[src/rtl/rsa_frame_pkg.sv]
// ---------------------------------------------------------------------------
// rsa_frame_pkg
// Shared definitions for the RSA result transmit framer (frame_tx) and its
// UART byte handshake helper.
//   SOF       : start-of-frame byte that opens every packet
//   state_e   : state encoding shared by the framer and the handshake FSM
//   cnt_width : width of the per-frame byte index for a given data length
// ---------------------------------------------------------------------------
package rsa_frame_pkg;

  localparam logic [7:0] SOF = 8'hA5;

  typedef enum logic [2:0] {
    IDLE,
    LOAD,
    PULSE,
    WAIT_START,
    WAIT_DONE
  } state_e;

  // Index runs 0..NBYTES+2 at most (SOF, length, data, checksum), so the
  // counter never has to wrap inside a frame.
  function automatic int cnt_width(input int nbytes);
    return $clog2(nbytes + 3);
  endfunction

endpackage

[src/rtl/frame_tx_if.sv]
// ---------------------------------------------------------------------------
// frame_tx_if
// Bundles the result-capture inputs, the UART byte interface and the status
// outputs of frame_tx.
//   rx_valid/rx_bytes : one-cycle capture strobe and the N-bit result word
//   is_transmitting   : UART line busy
//   tx_byte/tx_valid  : byte and one-cycle transmit pulse to the UART
//   busy/drop         : frame in progress / rejected capture pulse
// Modports: master = word source plus UART (the environment),
//           slave  = frame_tx.
// ---------------------------------------------------------------------------
interface frame_tx_if #(
  parameter int N = 256
);
  logic         rx_valid;
  logic [N-1:0] rx_bytes;
  logic         is_transmitting;
  logic [7:0]   tx_byte;
  logic         tx_valid;
  logic         busy;
  logic         drop;

  modport master (
    output rx_valid, rx_bytes, is_transmitting,
    input  tx_byte, tx_valid, busy, drop
  );

  modport slave (
    input  rx_valid, rx_bytes, is_transmitting,
    output tx_byte, tx_valid, busy, drop
  );
endinterface

[src/rtl/uart_byte_handshake.sv]
// ---------------------------------------------------------------------------
// uart_byte_handshake
// Hands one byte to the UART transmitter and reports when the line is free
// again. A go strobe latches byte_in and raises tx_valid for one cycle, then
// the block waits for is_transmitting to rise (at most START_WAIT cycles, so
// a UART that flags busy late or never cannot stall the frame) and to fall.
//   clk, rst        : clock, synchronous active-high reset
//   go, byte_in     : request to send byte_in (accepted only when idle)
//   is_transmitting : UART line busy
//   tx_byte         : byte presented to the UART, held until the next go
//   tx_valid        : one-cycle transmit pulse
//   done            : one-cycle strobe, the byte has left the line
// ---------------------------------------------------------------------------
module uart_byte_handshake
  import rsa_frame_pkg::*;
#(
  parameter int START_WAIT = 4
) (
  input  logic       clk,
  input  logic       rst,
  input  logic       go,
  input  logic [7:0] byte_in,
  input  logic       is_transmitting,
  output logic [7:0] tx_byte,
  output logic       tx_valid,
  output logic       done
);

  localparam int TW = (START_WAIT > 1) ? $clog2(START_WAIT) : 1;

  state_e          state_q, state_d;
  logic [TW-1:0]   timer_q, timer_d;
  logic [7:0]      tx_byte_q, tx_byte_d;
  logic            tx_valid_q, tx_valid_d;

  // Combinational so the framer advances on the same edge this FSM idles.
  assign done = (state_q == WAIT_DONE) && !is_transmitting;

  always_comb begin
    // NOTE: every signal gets a default before the case; otherwise any path
    // that skips an assignment infers a latch.
    state_d    = state_q;
    timer_d    = timer_q;
    tx_byte_d  = tx_byte_q;
    tx_valid_d = 1'b0;
    case (state_q)
      IDLE: begin
        if (go) begin
          state_d    = PULSE;
          tx_byte_d  = byte_in;
          tx_valid_d = 1'b1;
        end
      end
      PULSE: begin
        state_d = WAIT_START;
        timer_d = '0;
      end
      WAIT_START: begin
        if (is_transmitting || timer_q == TW'(START_WAIT - 1)) begin
          state_d = WAIT_DONE;
        end else begin
          timer_d = timer_q + 1'b1;
        end
      end
      WAIT_DONE: begin
        if (!is_transmitting) state_d = IDLE;
      end
      default: state_d = IDLE;
    endcase
  end

  // NOTE: state is updated with non-blocking assignments so every flop
  // samples the pre-edge value of the others, independent of block order.
  always_ff @(posedge clk) begin
    // NOTE: reset is synchronous, so it is just the highest-priority branch
    // inside the clocked block; it never appears in the sensitivity list.
    if (rst) begin
      state_q    <= IDLE;
      timer_q    <= '0;
      tx_byte_q  <= '0;
      tx_valid_q <= 1'b0;
    end else begin
      state_q    <= state_d;
      timer_q    <= timer_d;
      tx_byte_q  <= tx_byte_d;
      tx_valid_q <= tx_valid_d;
    end
  end

  assign tx_byte  = tx_byte_q;
  assign tx_valid = tx_valid_q;

endmodule

[src/rtl/frame_tx.sv]
// ---------------------------------------------------------------------------
// frame_tx
// Transmit-side framer for RSA results. Captures one N-bit answer word and
// sends it through the UART byte transmitter as
//   SOF, NBYTES, data bytes MSB first [, XOR checksum]
// The checksum covers the length byte and the data bytes, not SOF.
// Build option: define FRAME_CHECKSUM_EN to append the checksum byte; when
// undefined the last data byte ends the frame and no checksum logic exists.
//   clk, rst : clock, synchronous active-high reset
//   bus      : frame_tx_if.slave (rx_valid, rx_bytes, is_transmitting in;
//              tx_byte, tx_valid, busy, drop out)
// ---------------------------------------------------------------------------
module frame_tx
  import rsa_frame_pkg::*;
#(
  parameter int N          = 256,
  parameter int START_WAIT = 4
) (
  input  logic       clk,
  input  logic       rst,
  frame_tx_if.slave  bus
);

  localparam int NBYTES = N / 8;
  localparam int CW     = cnt_width(NBYTES);
`ifdef FRAME_CHECKSUM_EN
  localparam int LAST_IDX = NBYTES + 2;
`else
  localparam int LAST_IDX = NBYTES + 1;
`endif

  state_e         state_q, state_d;
  logic [N-1:0]   sreg_q, sreg_d;
  logic [CW-1:0]  idx_q, idx_d;
  logic [7:0]     cur_byte_q, cur_byte_d;
  logic           go_q, go_d;
  logic           busy_q, busy_d;
  logic           drop_q, drop_d;
`ifdef FRAME_CHECKSUM_EN
  logic [7:0]     csum_q, csum_d;
`endif

  logic           hs_done;
  logic [7:0]     hs_tx_byte;
  logic           hs_tx_valid;

  uart_byte_handshake #(
    .START_WAIT (START_WAIT)
  ) u_handshake (
    .clk             (clk),
    .rst             (rst),
    .go              (go_q),
    .byte_in         (cur_byte_q),
    .is_transmitting (bus.is_transmitting),
    .tx_byte         (hs_tx_byte),
    .tx_valid        (hs_tx_valid),
    .done            (hs_done)
  );

  always_comb begin
    state_d    = state_q;
    sreg_d     = sreg_q;
    idx_d      = idx_q;
    cur_byte_d = cur_byte_q;
    busy_d     = busy_q;
    go_d       = 1'b0;
    // Any capture attempt while a frame is running (including the cycle in
    // which busy falls) is rejected and flagged.
    drop_d     = bus.rx_valid && busy_q;
`ifdef FRAME_CHECKSUM_EN
    csum_d     = csum_q;
`endif
    case (state_q)
      IDLE: begin
        if (bus.rx_valid) begin
          sreg_d  = bus.rx_bytes;
          idx_d   = '0;
          busy_d  = 1'b1;
          state_d = LOAD;
`ifdef FRAME_CHECKSUM_EN
          csum_d  = '0;
`endif
        end
      end
      LOAD: begin
        if (idx_q == CW'(0)) begin
          cur_byte_d = SOF;
        end else if (idx_q == CW'(1)) begin
          cur_byte_d = 8'(NBYTES);
        end else if (idx_q <= CW'(NBYTES + 1)) begin
          cur_byte_d = sreg_q[N-1 -: 8];
          sreg_d     = sreg_q << 8;
        end
`ifdef FRAME_CHECKSUM_EN
        else begin
          cur_byte_d = csum_q;
        end
`endif
        go_d    = 1'b1;
        state_d = WAIT_DONE;
      end
      WAIT_DONE: begin
        if (hs_done) begin
`ifdef FRAME_CHECKSUM_EN
          if (idx_q != CW'(0) && idx_q <= CW'(NBYTES + 1)) begin
            csum_d = csum_q ^ cur_byte_q;
          end
`endif
          if (idx_q == CW'(LAST_IDX)) begin
            state_d = IDLE;
            busy_d  = 1'b0;
          end else begin
            idx_d   = idx_q + 1'b1;
            state_d = LOAD;
          end
        end
      end
      default: state_d = IDLE;
    endcase
  end

  always_ff @(posedge clk) begin
    if (rst) begin
      state_q    <= IDLE;
      sreg_q     <= '0;
      idx_q      <= '0;
      cur_byte_q <= '0;
      go_q       <= 1'b0;
      busy_q     <= 1'b0;
      drop_q     <= 1'b0;
`ifdef FRAME_CHECKSUM_EN
      csum_q     <= '0;
`endif
    end else begin
      state_q    <= state_d;
      sreg_q     <= sreg_d;
      idx_q      <= idx_d;
      cur_byte_q <= cur_byte_d;
      go_q       <= go_d;
      busy_q     <= busy_d;
      drop_q     <= drop_d;
`ifdef FRAME_CHECKSUM_EN
      csum_q     <= csum_d;
`endif
    end
  end

  assign bus.tx_byte  = hs_tx_byte;
  assign bus.tx_valid = hs_tx_valid;
  assign bus.busy     = busy_q;
  assign bus.drop     = drop_q;

endmodule

[src/flat_wrapper.sv]
// flat-port wrapper written by rule: the top's interface ports become plain ports
module frame_tx_flat import rsa_frame_pkg::*;
#(
  parameter int N          = 256,
  parameter int START_WAIT = 4
)
  (clk, rst, bus_rx_valid, bus_rx_bytes, bus_is_transmitting, bus_tx_byte, bus_tx_valid, bus_busy, bus_drop);
  frame_tx_if #(.N(N)) bus_i ();
  input  logic clk;
  input  logic rst;
  input wire logic [$bits(bus_i.rx_valid)-1:0] bus_rx_valid;
  input wire logic [$bits(bus_i.rx_bytes)-1:0] bus_rx_bytes;
  input wire logic [$bits(bus_i.is_transmitting)-1:0] bus_is_transmitting;
  output wire logic [$bits(bus_i.tx_byte)-1:0] bus_tx_byte;
  output wire logic [$bits(bus_i.tx_valid)-1:0] bus_tx_valid;
  output wire logic [$bits(bus_i.busy)-1:0] bus_busy;
  output wire logic [$bits(bus_i.drop)-1:0] bus_drop;
  assign bus_i.rx_valid = bus_rx_valid;
  assign bus_i.rx_bytes = bus_rx_bytes;
  assign bus_i.is_transmitting = bus_is_transmitting;
  assign bus_tx_byte = bus_i.tx_byte;
  assign bus_tx_valid = bus_i.tx_valid;
  assign bus_busy = bus_i.busy;
  assign bus_drop = bus_i.drop;
  frame_tx #(.N(N), .START_WAIT(START_WAIT)) u_core (.clk(clk), .rst(rst), .bus(bus_i));
endmodule
[config.mk]
export PLATFORM = sky130hd
export DESIGN_NAME = frame_tx_flat
export DESIGN_NICKNAME = d
export VERILOG_FILES = /design/src/rtl/rsa_frame_pkg.sv /design/src/rtl/frame_tx_if.sv /design/src/rtl/uart_byte_handshake.sv /design/src/rtl/frame_tx.sv /design/src/flat_wrapper.sv
export SDC_FILE = /design/constraint.sdc
export NUM_CORES = 1
export LEC_CHECK = 0
export BUFFER_PORTS_ARGS = -buffer_cell sky130_fd_sc_hd__clkbuf_2
export CAP_MARGIN = 40
export CORE_ASPECT_RATIO = 1.4
export CORE_MARGIN = 2
export CORE_UTILIZATION = 51
export DETAILED_ROUTE_END_ITERATION = 10
export PLACE_DENSITY_LB_ADDON = 0.05
export SLEW_MARGIN = 10
export SYNTH_ARGS = -nofsm -noshare
export SYNTH_HDL_FRONTEND = slang
export SYNTH_SLANG_ARGS = --single-unit
[constraint.sdc]
create_clock -name clk -period 2.2 [get_ports clk]
set_input_delay 0.44 -clock clk [delete_from_list [all_inputs] [get_ports clk]]
set_output_delay 0.44 -clock clk [all_outputs]
set_load 0.005 [all_outputs]
Word level (Yosys, flattened, before mapping)

Index checks and enable logic that the tools add are counted.

Bits in registers: 290
Bits in latches: 0
RAM bits: 0
Memory bits (read-only): 0
Input port bits: 260
Output and inout bits: 11
Memories: 0

Add/subtract/negate cells: 2
Multipliers: 0
Divide/modulo/power cells: 0
Magnitude comparators: 1
Equality and inequality tests: 19
Shifts and indexed selects: 0
Mux-type cells: 28
Bitwise logic cells: 1
Reductions and logical operators: 20

Operator list:

| kind                                                   | count |
|---|---|
| 2-to-1 mux 256 bit                                     | 4 |
| case mux 256 bit (2 select lines)                      | 1 |
| 2-to-1 mux 8 bit                                       | 3 |
| 2-to-1 mux 6 bit                                       | 3 |
| 2-to-1 mux 3 bit                                       | 5 |
| != test 2 bit (second input constant)                  | 7 |
| case mux 3 bit (4 select lines)                        | 1 |
| case mux 6 bit (2 select lines)                        | 1 |
| case mux 3 bit (3 select lines)                        | 1 |
| != test 2 x 1 -> 1 bit (second input constant)         | 4 |
| AND reduction 2 bit                                    | 4 |
| AND reduction 4 bit                                    | 2 |
| adder 6 x 1 -> 6 bit (second input constant)           | 1 |
| equality test 3 x 2 -> 1 bit (second input constant)   | 2 |
| equality test 3 bit (second input constant)            | 2 |
| equality test 6 x 1 -> 1 bit (second input constant)   | 1 |
| equality test 6 bit (second input constant)            | 1 |
| less-or-equal comparator 6 bit (second input constant) | 1 |
| zero test 3 bit                                        | 2 |
| zero test 6 bit                                        | 1 |
| 2-to-1 mux 1 bit                                       | 6 |
| nonzero test 2 bit                                     | 3 |
| AND reduction 5 bit                                    | 1 |
| case mux 2 bit (2 select lines)                        | 1 |
| other kinds (12)                                       | 13 |

Longest topological paths before layout

Depth after elaboration: 5
Mapped depth: 9
Mapped depth without buffers: 6

Modules after synthesis

A second synthesis with hierarchy kept.

Cells, all modules: 1335
Area total of the unflattened synthesis: 12182.9 sq um

By module, submodules not included:

| module              | times used | cells an instance | area each (sq um) |
|---|---|---|---|
| frame_tx            | 1          | 1268              | 11608.6 |
| uart_byte_handshake | 1          | 67                | 574.3 |

Least setup slack after synthesis

Ideal clock, no wire load.

Kind: reg2reg
From: reg u_core.idx_q[1]
To: reg u_core.sreg_q[218]
Data arrival time: 1.991 ns
Data required time: 2.119 ns
Path slack: 0.128 ns
Stages on the path, launching flop included: 9
Period minus slack after synthesis: 2.072 ns
Cells stage by stage: dfxtp_1 > inv_1 > ha_1 > or2_2 > a21oi_4 > buf_2 > buf_1 > a211oi_1 > a211oi_2

Longest elaborated chain between the ends: 3

Ends and longest elaborated chain:

| element                                                                  | line            | RTL |
|---|---|---|
| start: declaration                                                       | frame_tx.sv:34  | `logic [CW-1:0] idx_q, idx_d;` |
| start signal: assignment                                                 | frame_tx.sv:137 | `idx_q <= idx_d;` |
| less-or-equal comparator 6 bit (tied with other cells)                   | frame_tx.sv:90  | `end else if (idx_q <= CW'(NBYTES + 1)) begin` |
| != test 2 x 1 -> 1 bit (no source line) or != test 2 bit (tied branches) | --              |  |
| AND reduction 5 bit (no source line) *                                   | --              |  |
| end signal: assignment                                                   | frame_tx.sv:136 | `sreg_q <= sreg_d;` |
| end: declaration                                                         | frame_tx.sv:33  | `logic [N-1:0] sreg_q, sreg_d;` |

Every way passes the cells marked *; elsewhere a longest branch is shown, timed or not.
A chain may end at the register's enable or synchronous reset.

Worst setup path in the final report

From: reg u_core.idx_q[0]
To: reg u_core.sreg_q[121]

The elaborated chain is that of the path after synthesis.

==> out/qor.csv <==
metric,value,unit
clk_path_buf_depth,3,
yosys.area.top_type,dfxtp_1,
area_growth,20.9,%
synth_edf_count,0,
p_leak,7.71,nW
cp_slowest_stage_delay,0.37,ns
routed-via-count,11500,
vias_per_cell,5.93,
reg2reg_to,u_core.sreg_q[121],
cp-startpoint,u_core.idx_q[0],
crit_path_end_kind,register,
drv_cap,0,
cts_sinks,289,
r2r_cells,8,
relSlewSlack,60.9,%
netlist_top_cells_count,"a211oi_1 (305), dfxtp_1 (289), mux2i_1 (253), a211oi_2 (193), clkbuf_1 (84)",
syn_area,14700,sq um
fin_util,62.6,%
cp-endpoint,u_core.sreg_q[121],
avgSynthCellArea,10.9,sq um
syn_nets,1612,
die_w,147,microns
crit_family,compound AO/OA/AOI/OAI gates,
status,"finished, final reports clean",
worstMarginPinSlew,0.584,ns
die_h,205,microns
min_period,2.06,ns
slew_violations,0,
skew,0.00823,ns
finalSetupTns,0,ns
cts_tree,yes,
fin_cells,1946,
r2r_slack,0.14,ns
clk-insertion-delay-late,0.55,ns
cts_root_buf,clkbuf_16,
pin_count,271,
finalWirelength,38500,microns
wl_per_cell,19.8,microns
synth_seq_cells,289,
hold_violations,0,
grt_setup_unrepaired,no,
antenna_found_initial,1,
fin_ws,0.142,ns
pre_cts_ws,0.0452,ns
clk_pin_slew_worst_paths,0.06,ns
crit_chain,inv_1 -> ha_1 -> or2_2 -> a21oi_4 -> a21o_4 -> buf_12 -> buf_16 -> a211oi_2,
path_depth,8,
track_usage,24.7,%
drt_iter0_drc,578,
ant_nets,0,
dieArea,30100,sq um
slowest_stage,dfxtp_2,
start_kind,register,
ys_types,42,
synthFlopType,dfxtp_1,
coreArea,28300,sq um
nets,1811,
grt_pass1_wl,62200,microns
postSynth.asyncResetShare,0,%
rows,73,
synth_area_leaders,"dfxtp_1 (39%), mux2i_1 (17%), a211oi_2 (16%)",
ys_warn_count,0,
crit_buf_inv,3,
timing.final.crit_share,93.6,%
setup_viol,0,
powerDensity,794,nW/um^2
required,2.62,ns
synth_cells,1347,
clock.fmax,486,MHz
grt_max_degree,77,
ys_seq_area_share,39.5,%
gp_congestion,0.800,
r2r-start,u_core.idx_q[0],
hold_class,input pin to register,
drc,0,
grt_pass1_vias,11700,
ir_worst_vdd,0.661,mV
worst-setup-path-type,register to register,
start_util,51.8,%
final_layout_size_suffix_gt1_share,37.6,%
placedCellCount,1887,
crit_arrival,2.48,ns
dr.pass1.iters,5,
synth_most_common_cell,a211oi_1,
cp_max_fo,30,
grt-ovfl-total,0,
synth_top_area_share,39.5,%
htreeDepth,1,
cts_made_buffers,30,
place_hpwl,25300,microns
numPortBuffers,270,
## stage by stage
step	hold slack, ns	cell area [sq um]	power [mW]
5_1_grt	0.0906	17700	14.7
4_1_cts	0.0818	17700	14.2
6_report	0.0964	17700	14.1
3_5_place_dp	0.450	16600	8.87
2_1_floorplan	0.428	14700	8.07
3_3_place_gp	0.445	16600	8.81
## cell usage in the layout, fill, tap and decap left out, drive strengths merged, types with 3 or more instances in the layout
master	instances
nand2	29
inv	4
a211oi	498
nor2	17
nand3	7
clkinv	8
or3	6
ha	5
o21ai	8
clkbuf	314
buf	67
bufinv	3
a21oi	26
mux2i	253
dfxtp	289
a22o	8
nor2b	4
## worst min-delay path by stage
stage	endpoint	slack, ns	depth (start not counted)	from
floorplan	u_core.u_handshake.tx_byte[1]	0.43	2	u_core.cur_byte_q[1]
detailed placement	u_core.u_handshake.tx_byte[0]	0.45	2	u_core.u_handshake.tx_byte[0]
CTS	u_core.sreg_q[3]	0.08	2	bus_rx_bytes[3]
finish	u_core.sreg_q[3]	0.1	2	bus_rx_bytes[3]
global route	u_core.sreg_q[7]	0.09	2	bus_rx_bytes[7]
global placement	u_core.u_handshake.tx_byte[0]	0.44	2	u_core.u_handshake.tx_byte[0]
## what timing repair did
item	4_1_cts	5_1_grt
buffers inserted	0	1
resized for setup	0	3
setup endpoints to repair	0	152
hold buffers	0	0
## cell families after synthesis
family	Yosys count	share of synthesized area (%)
buf+inv	174	5.84
flops	289	39.5
compound gates	550	34.4
fa+ha+maj	5	0.427
mux	253	17.3
simple gates	76	2.64
## metal layers
metal	share of wire, %	GRT usage (%)
met5	0	0
met4	2.3	6.32
met3	4.7	4.41
met2	50	42.9
met1	43	31.7
## state kept, by name, indices dropped and copies added (netlist names)
register	flops
u_core.bus.busy	1
u_core.u_handshake.tx_byte	8
u_core.u_handshake.timer_q	2
u_core.go_q	1
u_core.u_handshake.tx_valid	1
u_core.u_handshake.state_q	3
u_core.idx_q	6
u_core.sreg_q	256
u_core.bus.drop	1
u_core.cur_byte_q	8
u_core.state_q	2
## cell type report
| type | instances | area, sq um |
|---|---|---|
| diodes | 1 | 2.50 |
| clock buffers | 44 | 905 |
| clock inverters | 12 | 138 |
| fillers | 2388 | 10600 |
| inverters | 4 | 15.0 |
| multi-input cells | 884 | 8060 |
| flip-flops and latches | 289 | 5790 |
| well taps | 375 | 469 |
| repair buffers | 337 | 2350 |
## power breakdown
| group | switching (mW) | internal, mW | total, mW |
|---|---|---|---|
| sequential | 0.301 | 5.76 | 6.06 |
| combinational | 1.41 | 1.28 | 2.69 |
| clock | 2.13 | 3.19 | 5.32 |
(Power assumes the default switching activity.)
